### src/rtl/uart_pkg.sv
// Shared UART definitions: parity modes, frame FSM encoding and baud divisor helper.
package uart_pkg;

    localparam int unsigned PARITY_NONE = 0;
    localparam int unsigned PARITY_EVEN = 1;
    localparam int unsigned PARITY_ODD  = 2;

    typedef enum logic [2:0] {
        StIdle,
        StStart,
        StData,
        StParity,
        StStop
    } tx_state_e;

    function automatic int unsigned clks_per_bit(input int unsigned clk_freq,
                                                 input int unsigned baud_rate);
        return clk_freq / baud_rate;
    endfunction

endpackage

### src/rtl/sync_fifo.sv
// Single-clock FIFO with level output; a push into a full FIFO is dropped even if a pop
// happens on the same edge.
module sync_fifo #(
    parameter int unsigned WIDTH = 8,
    parameter int unsigned DEPTH = 4
) (
    input  logic                         clk,
    input  logic                         reset,
    input  logic                         push,
    input  logic                         pop,
    input  logic [WIDTH-1:0]             wdata,
    output logic [WIDTH-1:0]             rdata,
    output logic                         full,
    output logic                         empty,
    output logic [$clog2(DEPTH+1)-1:0]   level
);

    localparam int unsigned PTR_W = $clog2(DEPTH);
    localparam int unsigned LVL_W = $clog2(DEPTH + 1);

    logic [WIDTH-1:0] mem [DEPTH];
    logic [PTR_W-1:0] wr_ptr_q, rd_ptr_q;
    logic [LVL_W-1:0] level_q;
    logic             do_push, do_pop;

    always_comb begin
        full    = (level_q == LVL_W'(DEPTH));
        empty   = (level_q == '0);
        do_push = push && !full;
        do_pop  = pop && !empty;
        rdata   = mem[rd_ptr_q];
        level   = level_q;
    end

    // DEPTH is a power of two, so the pointers wrap by natural overflow.
    always_ff @(posedge clk or posedge reset) begin
        if (reset) begin
            wr_ptr_q <= '0;
            rd_ptr_q <= '0;
            level_q  <= '0;
        end else begin
            if (do_push) wr_ptr_q <= wr_ptr_q + 1'b1;
            if (do_pop)  rd_ptr_q <= rd_ptr_q + 1'b1;
            if (do_push && !do_pop) level_q <= level_q + 1'b1;
            else if (!do_push && do_pop) level_q <= level_q - 1'b1;
        end
    end

    always_ff @(posedge clk) begin
        if (do_push) mem[wr_ptr_q] <= wdata;
    end

endmodule

### src/rtl/uart_tx_fifo.sv
// UART transmitter with a write FIFO; queued frames go out back-to-back with no idle gap.
module uart_tx_fifo
    import uart_pkg::*;
#(
    parameter int unsigned CLK_FREQ    = 60000000,
    parameter int unsigned BAUD_RATE   = 6000000,
    parameter int unsigned DATA_BITS   = 8,
    parameter int unsigned PARITY_MODE = 1,
    parameter int unsigned STOP_BITS   = 1,
    parameter int unsigned FIFO_DEPTH  = 4
) (
    input  logic                               clk,
    input  logic                               reset,
    input  logic [DATA_BITS-1:0]               data_to_tx,
    input  logic                               wr_en,
    output logic                               tx_ready,
    output logic                               tx,
    output logic                               tx_busy,
    output logic [$clog2(FIFO_DEPTH+1)-1:0]    fifo_level
);

    localparam int unsigned CLKS_PER_BIT = clks_per_bit(CLK_FREQ, BAUD_RATE);
    localparam int unsigned CNT_W        = (CLKS_PER_BIT > 1) ? $clog2(CLKS_PER_BIT) : 1;
    localparam int unsigned BIT_W        = $clog2(DATA_BITS);

    if (CLKS_PER_BIT < 2) begin : gen_bad_baud
        $error("uart_tx_fifo: CLK_FREQ / BAUD_RATE must be at least 2");
    end
    if (DATA_BITS < 5 || DATA_BITS > 9) begin : gen_bad_width
        $error("uart_tx_fifo: DATA_BITS must be 5..9");
    end
    if (PARITY_MODE > PARITY_ODD) begin : gen_bad_parity
        $error("uart_tx_fifo: PARITY_MODE must be 0, 1 or 2");
    end
    if (STOP_BITS < 1 || STOP_BITS > 2) begin : gen_bad_stop
        $error("uart_tx_fifo: STOP_BITS must be 1 or 2");
    end
    if (FIFO_DEPTH < 2 || (FIFO_DEPTH & (FIFO_DEPTH - 1)) != 0) begin : gen_bad_depth
        $error("uart_tx_fifo: FIFO_DEPTH must be a power of two >= 2");
    end

    tx_state_e              state_q;
    logic [CNT_W-1:0]       cnt_q;
    logic [BIT_W-1:0]       bit_q;
    logic                   stop_q;
    logic [DATA_BITS-1:0]   shreg_q;
    logic                   par_q;
    logic                   tx_q;

    logic                   fifo_full, fifo_empty, pop;
    logic [DATA_BITS-1:0]   fifo_rdata;
    logic                   baud_done, last_stop;

    sync_fifo #(
        .WIDTH (DATA_BITS),
        .DEPTH (FIFO_DEPTH)
    ) u_fifo (
        .clk   (clk),
        .reset (reset),
        .push  (wr_en),
        .pop   (pop),
        .wdata (data_to_tx),
        .rdata (fifo_rdata),
        .full  (fifo_full),
        .empty (fifo_empty),
        .level (fifo_level)
    );

    always_comb begin
        baud_done = (cnt_q == CNT_W'(CLKS_PER_BIT - 1));
        last_stop = (STOP_BITS == 2) ? stop_q : 1'b1;
        // Pop either from idle or exactly at the end of the final stop bit.
        pop       = !fifo_empty &&
                    ((state_q == StIdle) || (state_q == StStop && baud_done && last_stop));
        tx_ready  = !fifo_full;
        tx_busy   = (state_q != StIdle) || (fifo_level != '0);
        tx        = tx_q;
    end

    always_ff @(posedge clk or posedge reset) begin
        if (reset) begin
            state_q <= StIdle;
            cnt_q   <= '0;
            bit_q   <= '0;
            stop_q  <= 1'b0;
            shreg_q <= '0;
            par_q   <= 1'b0;
            tx_q    <= 1'b1;
        end else begin
            cnt_q <= (state_q == StIdle || baud_done) ? '0 : cnt_q + 1'b1;
            unique case (state_q)
                StIdle: begin
                    if (pop) begin
                        shreg_q <= fifo_rdata;
                        par_q   <= (^fifo_rdata) ^ (PARITY_MODE == PARITY_ODD);
                        tx_q    <= 1'b0;
                        state_q <= StStart;
                    end
                end
                StStart: begin
                    if (baud_done) begin
                        tx_q    <= shreg_q[0];
                        shreg_q <= shreg_q >> 1;
                        bit_q   <= '0;
                        state_q <= StData;
                    end
                end
                StData: begin
                    if (baud_done) begin
                        if (bit_q == BIT_W'(DATA_BITS - 1)) begin
                            stop_q <= 1'b0;
                            if (PARITY_MODE != PARITY_NONE) begin
                                tx_q    <= par_q;
                                state_q <= StParity;
                            end else begin
                                tx_q    <= 1'b1;
                                state_q <= StStop;
                            end
                        end else begin
                            tx_q    <= shreg_q[0];
                            shreg_q <= shreg_q >> 1;
                            bit_q   <= bit_q + 1'b1;
                        end
                    end
                end
                StParity: begin
                    if (baud_done) begin
                        tx_q    <= 1'b1;
                        stop_q  <= 1'b0;
                        state_q <= StStop;
                    end
                end
                StStop: begin
                    if (baud_done) begin
                        if (!last_stop) begin
                            stop_q <= 1'b1;
                        end else if (pop) begin
                            shreg_q <= fifo_rdata;
                            par_q   <= (^fifo_rdata) ^ (PARITY_MODE == PARITY_ODD);
                            tx_q    <= 1'b0;
                            state_q <= StStart;
                        end else begin
                            state_q <= StIdle;
                        end
                    end
                end
                default: begin
                    tx_q    <= 1'b1;
                    state_q <= StIdle;
                end
            endcase
        end
    end

endmodule

### config.mk
export PLATFORM = sky130hd
export DESIGN_NAME = uart_tx_fifo
export DESIGN_NICKNAME = d
export VERILOG_FILES = /design/src/rtl/uart_pkg.sv /design/src/rtl/sync_fifo.sv /design/src/rtl/uart_tx_fifo.sv
export SDC_FILE = /design/constraint.sdc
export NUM_CORES = 1
export LEC_CHECK = 0
export ABC_AREA = 1
export BUFFER_PORTS_ARGS = -buffer_cell sky130_fd_sc_hd__buf_2
export CAP_MARGIN = 20
export CORE_AREA = 2 2 87 89
export DETAILED_ROUTE_END_ITERATION = 8
export DIE_AREA = 0 0 89 91
export SLEW_MARGIN = 20
export SYNTH_ARGS = -nofsm -noshare
export SYNTH_HDL_FRONTEND = slang
export SYNTH_SLANG_ARGS = --single-unit
### constraint.sdc
create_clock -name clk -period 2.61 [get_ports clk]
set_input_delay 0.522 -clock clk [delete_from_list [all_inputs] [get_ports clk]]
set_output_delay 0.522 -clock clk [all_outputs]
set_load 0.03 [all_outputs]
== Yosys cells after proc, flatten, opt, wreduce, memory -nomap -nowiden ==
Memories as Yosys holds them, arrays and structs flattened.
Index checks and enable logic that the tools add are counted.

* Add/subtract/negate cells: 6
* Mux-type cells: 33
* Equality and inequality tests: 14
* Reduce and logical (&&, ||, !) cells: 27

{| class="wikitable"
|+ Operators with widths
! cell !! number
|-
| 2-to-1 mux 8 bit || 5
|-
| 2-to-1 mux 3 bit || 11
|-
| one-hot mux 8 bit (4 select lines) || 1
|-
| one-hot mux 3 bit (5 select lines) || 1
|-
| inequality test 2 bit (second input constant) || 6
|-
| 2-to-1 mux 1 bit || 11
|-
| == test 3 bit (second input constant) || 3
|-
| AND reduction 4 bit || 2
|-
| XOR reduction 8 bit || 1
|-
| adder 3 x 1 -> 3 bit (second input constant) || 2
|-
| == test 3 x 2 -> 1 bit (second input constant) || 2
|-
| logical AND 1 bit || 6
|-
| zero test 3 bit || 2
|-
| one-hot mux 3 bit (2 select lines) || 1
|-
| AND reduction 6 bit || 1
|-
| nonzero test 2 bit || 3
|-
| nonzero test 3 bit || 2
|-
| one-hot mux 1 bit (5 select lines) || 1
|-
| AND reduction 5 bit || 1
|-
| adder 2 x 1 -> 2 bit (second input constant) || 2
|-
| adder 4 x 1 -> 4 bit (second input constant) || 1
|-
| == test 4 bit (second input constant) || 1
|-
| zero test 1 bit || 4
|-
| 2-to-1 mux 4 bit || 1
|-
| other kinds (7) || 9
|}

* Output and inout bits: 6
* Memories kept: 1
* Bits in writable memories: 32
* Logic and storage cells: 90
* Register bits after elaboration: 27
* Input port bits: 11

{| class="wikitable"
|+ Memories
! memory !! words !! width !! read ports !! clocked after memory_dff !! write ports !! line !! text
|-
| u_fifo.mem || 4 || 8 || 1 || 0 || 1 || sync_fifo.sv:21 || <nowiki>logic [WIDTH-1:0] mem [DEPTH];</nowiki>
|}

== Logic depth before layout (Yosys ltp) ==
* Word-level depth: 8
* Mapped depth: 14
* Depth with buffers taken out: 12

== Cells and area by module ==
From an unflattened synthesis, not the netlist that was laid out.

* Cell total of the unflattened synthesis: 360
* Area total of the unflattened synthesis: 3155.5 sq um

{| class="wikitable"
|+ Modules (own cells, without submodules)
! module !! cells each !! area each (sq um) !! instances
|-
| sync_fifo || 155 || 1737.9 || 1
|-
| uart_tx_fifo || 205 || 1417.6 || 1
|}

== Worst setup path before layout ==
OpenSTA, ideal clock, no wires.

* Path type: register to register
* Start: register u_fifo.level_q[0], in the netlist u_fifo.level[0]
* End: register u_fifo.level_q[2], in the netlist u_fifo.level[2]
* Arrival: 2.192 ns
* Data required time: 2.479 ns
* Path slack: 0.288 ns
* Library setup time: 0.131 ns
* Clock period less this slack: 2.322 ns
* Cell stages (with the launch flop): 11
* Buffers on the path: 0
* Cell sequence: dfrtp_1 inv_1 nand3_1 nand2_1 inv_1 ha_1 inv_1 fa_1 a21oi_1 o21ai_0 xor2_1

{| class="wikitable"
|+ RTL lines
! element !! line !! text
|-
| start, declared || sync_fifo.sv:23 || <nowiki>logic [LVL_W-1:0] level_q;</nowiki>
|-
| start signal, assigned || sync_fifo.sv:44 || <nowiki>if (do_push && !do_pop) level_q <= level_q + 1'b1;</nowiki>
|-
| start signal, assigned || sync_fifo.sv:45 || <nowiki>else if (!do_push && do_pop) level_q <= level_q - 1'b1;</nowiki>
|-
| == test 3 bit (*) || sync_fifo.sv:27 || <nowiki>full = (level_q == LVL_W'(DEPTH));</nowiki>
|-
| zero test 1 bit (*) || -- ||
|-
| named net tx_ready || uart_tx_fifo.sv:16 || <nowiki>output logic tx_ready,</nowiki>
|-
| logical AND 1 bit (*) || sync_fifo.sv:29 || <nowiki>do_push = push && !full;</nowiki>
|-
| named net u_fifo.do_push || sync_fifo.sv:24 || <nowiki>logic do_push, do_pop;</nowiki>
|-
| zero test 1 bit || sync_fifo.sv:45 ||
|-
| logical AND 1 bit || sync_fifo.sv:45 ||
|-
| nonzero test 2 bit (no source line) || -- ||
|}

The timed path passes the listed nets; every way through them passes the cells marked *. The select of a mux whose other input is x is not followed.
A chain may end at the register's enable or synchronous reset.

== Worst setup path in the final report ==
* Start: register cnt_q[0]
* End: register u_fifo.level_q[2], in the netlist u_fifo.level[2]

* Cells in the longest elaborated chain, start to end: 8

{| class="wikitable"
|+ Ends and longest elaborated chain
! element !! line !! text
|-
| start, declared || uart_tx_fifo.sv:43 || <nowiki>logic [CNT_W-1:0] cnt_q;</nowiki>
|-
| start signal, assigned || uart_tx_fifo.sv:90 || <nowiki>cnt_q <= (state_q == StIdle || baud_done) ? '0 : cnt_q + 1'b1;</nowiki>
|-
| == test 4 bit (*) || uart_tx_fifo.sv:70 || <nowiki>baud_done = (cnt_q == CNT_W'(CLKS_PER_BIT - 1));</nowiki>
|-
| logical AND 1 bit (*) || uart_tx_fifo.sv:74 || <nowiki>((state_q == StIdle) || (state_q == StStop && baud_done && last_stop));</nowiki>
|-
| logical OR 1 bit (*) || uart_tx_fifo.sv:74 ||
|-
| logical AND 1 bit (*) || uart_tx_fifo.sv:73 || <nowiki>pop = !fifo_empty &&</nowiki>
|-
| logical AND 1 bit (*) || sync_fifo.sv:30 || <nowiki>do_pop = pop && !empty;</nowiki>
|-
| zero test 1 bit || sync_fifo.sv:44 ||
|-
| logical AND 1 bit || sync_fifo.sv:44 ||
|-
| 2-to-1 mux 3 bit / nonzero test 2 bit (equally long branches) || -- ||
|}

Mark *: on every way between the ends. The rest lies on a longest branch, timed or not.

==> flow_summary.toml <==
[outcome]
status = "completed"

[setup_path]
worstSetupStartpoint = "cnt_q[0]"
worst_r2r_path_depth = 10
cp_max_fo = 5
cp-start-kind = "flip-flop"
path_class = "reg2reg"
cp-endpoint = "u_fifo.level[2]"
reg2reg_to = "u_fifo.level[2]"
worstPathRequired_ns = 2.82
end_kind = "flip-flop"
r2r_slack_ns = 0.50
r2r_start = "cnt_q[0]"
cp.arrival_ns = 2.32

[timing]
rsz0062_at_grt = "false"
maxClockFrequency_ghz = 0.474
setup_viol = 0
min_period_over_period = 0.808
skew_ns = 0.00750
final_max_slew_viol_count = 0
worstMarginPinSlew_ns = 0.657
min_period_ns = 2.11
fin_tns_setup_ns = 0
hold_viol = 0
whs_ns = 0.236
max-slew-margin-rel = 0.562

[cts]
clkTransAtPathRegs_ns = 0.07
h-tree-depth = 3
clock-root-buffer = "clkbuf_8"
ctsResizeCount = 0
clock_sinks = 59
clock_latency_ns = 0.33
ctsHoldBuffers = 0
cts_buffers = 9
cts_buffer_depth = 2
post-cts-setup-buffers = 0
cts_tree = "built"

[synth]
ys.warnings.count = 0
synthCells = 339
yosys.area.top_type = "edfxtp_1"
synth-seq-cells = 59
synthFlopType = "edfxtp_1"
syn-num-nets = 360
ys_types = 32
ys_top_cells_by_area = "edfxtp_1, dfrtp_1, nand2_1, ha_1, nand3_1"
yosys.area.top_type_share = 0.308
yosysSeqAreaShare = 0.525
synth_edf_count = 32
synthesis.area_sq_um = 3120
syn_area_per_cell_sq_um = 9.20
async_flop_share = 0.458

[floorplan]
die_area_sq_um = 8100
ioPinCount = 17
start_util = 0.437
die_h_um = 91
num_rows = 31
coreArea_sq_um = 7140
die_x_um = 89

[global_route]
grt_max_degree = 28
grt_pass1_wl_mm = 9.73
antenna_found_initial = 0
grt_pass1_vias = 2085
grt_usage = 0.158
grt_overflow = 0

[placed_design]
post-place-cells = 453
portBuffers = 16
gp_congestion = 0.813
hpwl_mm = 4.01

[routing]
ant_nets = 0
vias_per_cell = 4.65
dr_wl_met2_mm = 2.64
wire_per_inst_um = 12.1
drc_errors = 0
postRouteWirelength_mm = 5.66
routed.top_layer = "met4"
firstDrtPassIters = 4
wl_met1_mm = 2.69
wl_met3_um = 226
dr_total_vias = 2180
drt_iter0_markers = 109

[power]
power_leakage_nw = 1.62
p_per_area_nw_per_um2 = 728
vdd_drop_max_v = 0.000394

[layout]
num_antenna_cells = 0
fillCellCount = 697
synthToLayoutAreaGrowth_pct = 11.2
drive_gt1_frac = 0.197
final_nets = 386
final_cells = 469

[worst_hold_path]
worstHoldPathType = "in2async"

[run]
timing.max_cap.violations = 0
-- routing by layer --
layer | up-vias | GRT usage
li1 | 1148 | -
met1 | 995 | 0.208
met2 | 30 | 0.241
met3 | 7 | 0.0609
met4 | 0 | 0.0460
met5 | - | 0
-- worst min-delay path by stage --
stage / endpoint / slack, ns / cells past startpoint / startpoint
CTS: u_fifo.level[1] / 0.24 / 3 / reset
finish: u_fifo.level[2] / 0.24 / 3 / reset
global placement: shreg_q[3] / 0.46 / 2 / shreg_q[3]
global route: cnt_q[0] / 0.26 / 3 / reset
detailed placement: shreg_q[5] / 0.46 / 2 / shreg_q[5]
floorplan: par_q / 0.45 / 2 / par_q
-- report_power, final --
group          internal, mW  switching (mW)  total [mW]
registers              1.14          0.0659        1.20
logic                 0.180           0.368       0.548
clock network         0.439           0.335       0.774
-- critical path: stages (launching register included) --
cell and delay [ns]:
dfrtp_1 0.41, ha_1 0.22, nand3_2 0.13, nand2_1 0.08, nand3_2 0.12, ha_1 0.15, inv_1 0.06, fa_1 0.38
a21oi_1 0.15, o21ai_0 0.13, xor2_1 0.16
-- per-stage QoR --
stage,power (mW),util,area [sq um],setup slack (ns)
2_1_floorplan,1.59,-,3120,0.288
3_3_place_gp,1.76,0.461,3290,0.576
5_1_grt,2.69,0.486,3470,0.340
3_5_place_dp,1.77,0.461,3290,0.491
4_1_cts,2.55,0.486,3470,0.480
6_report,2.52,0.486,3470,0.500
-- state kept, by name, indices dropped and copies added (netlist names) --
register	flops
u_fifo.rd_ptr_q	2
shreg_q	8
u_fifo.level	3
par_q	1
cnt_q	4
u_fifo.wr_ptr_q	2
bit_q	3
u_fifo.mem	32
state_q	3
tx	1
-- synth_stat cells (2+ instances only) --
master	count
a21oi_1	4
a31oi_1	3
buf_2	2
buf_6	5
dfrtp_1	26
edfxtp_1	32
ha_1	9
inv_1	21
inv_2	4
nand2_1	137
nand2_2	9
nand2_4	5
nand3_1	22
nand3_2	6
nor2_1	14
o21ai_0	14
o21ai_2	7
xnor2_1	2
xor2_1	4
-- logic make-up (layout without fill, tap and decap cells) --
| group | count (synthesis) | after routing | share of synthesized area |
|---|---|---|---|
| DFF | 59 | 59 | 0.525 |
| xor gates and xnor gates | 6 | 6 | 0.0168 |
| buffers and inverters | 35 | 66 | 0.0634 |
| and+or+nand+nor | 198 | 198 | 0.288 |
| AOI/OAI and AO/OA | 31 | 31 | 0.0646 |
| adders and majority gates | 10 | 10 | 0.0425 |
-- layout make-up --
type | instances | area (sq um) | share of cell area
Timing Repair Buffer | 23 | 133 | 0.0382
Sequential cell | 59 | 1640 | 0.472
Tap cell | 99 | 124 | 0.0357
Clock inverter | 3 | 40.0 | 0.0115
Inverter | 27 | 111 | 0.0321
Clock buffer | 13 | 139 | 0.0400
Multi-Input combinational cell | 245 | 1280 | 0.370
-- layout by cell type, fill, tap and decap left out --
cell type | Yosys | routed
a21oi_1 | 4 | 4
a21oi_4 | 1 | 1
a31oi_1 | 3 | 3
buf_2 | 2 | 16
buf_4 | 0 | 7
bufinv_16 | 0 | 1
clkbuf_1 | 0 | 4
clkbuf_8 | 0 | 9
clkinv_2 | 0 | 2
dfrtp_1 | 26 | 26
dfstp_2 | 1 | 1
edfxtp_1 | 32 | 32
fa_1 | 1 | 1
ha_1 | 9 | 9
inv_1 | 21 | 21
inv_2 | 4 | 4
inv_4 | 1 | 1
inv_8 | 1 | 1
nand2_1 | 137 | 137
nand2_2 | 9 | 9
nand2_4 | 5 | 5
nand3_1 | 22 | 22
nand3_2 | 6 | 6
nand4_4 | 1 | 1
nor2_1 | 14 | 14
nor2_2 | 1 | 1
nor3_1 | 1 | 1
o21a_1 | 1 | 1
o21ai_0 | 14 | 14
o21ai_2 | 7 | 7
o31ai_1 | 1 | 1
or2_1 | 1 | 1
or2_4 | 1 | 1
xnor2_1 | 2 | 2
xor2_1 | 4 | 4
Note: power is estimated with default switching activity, not from simulation.
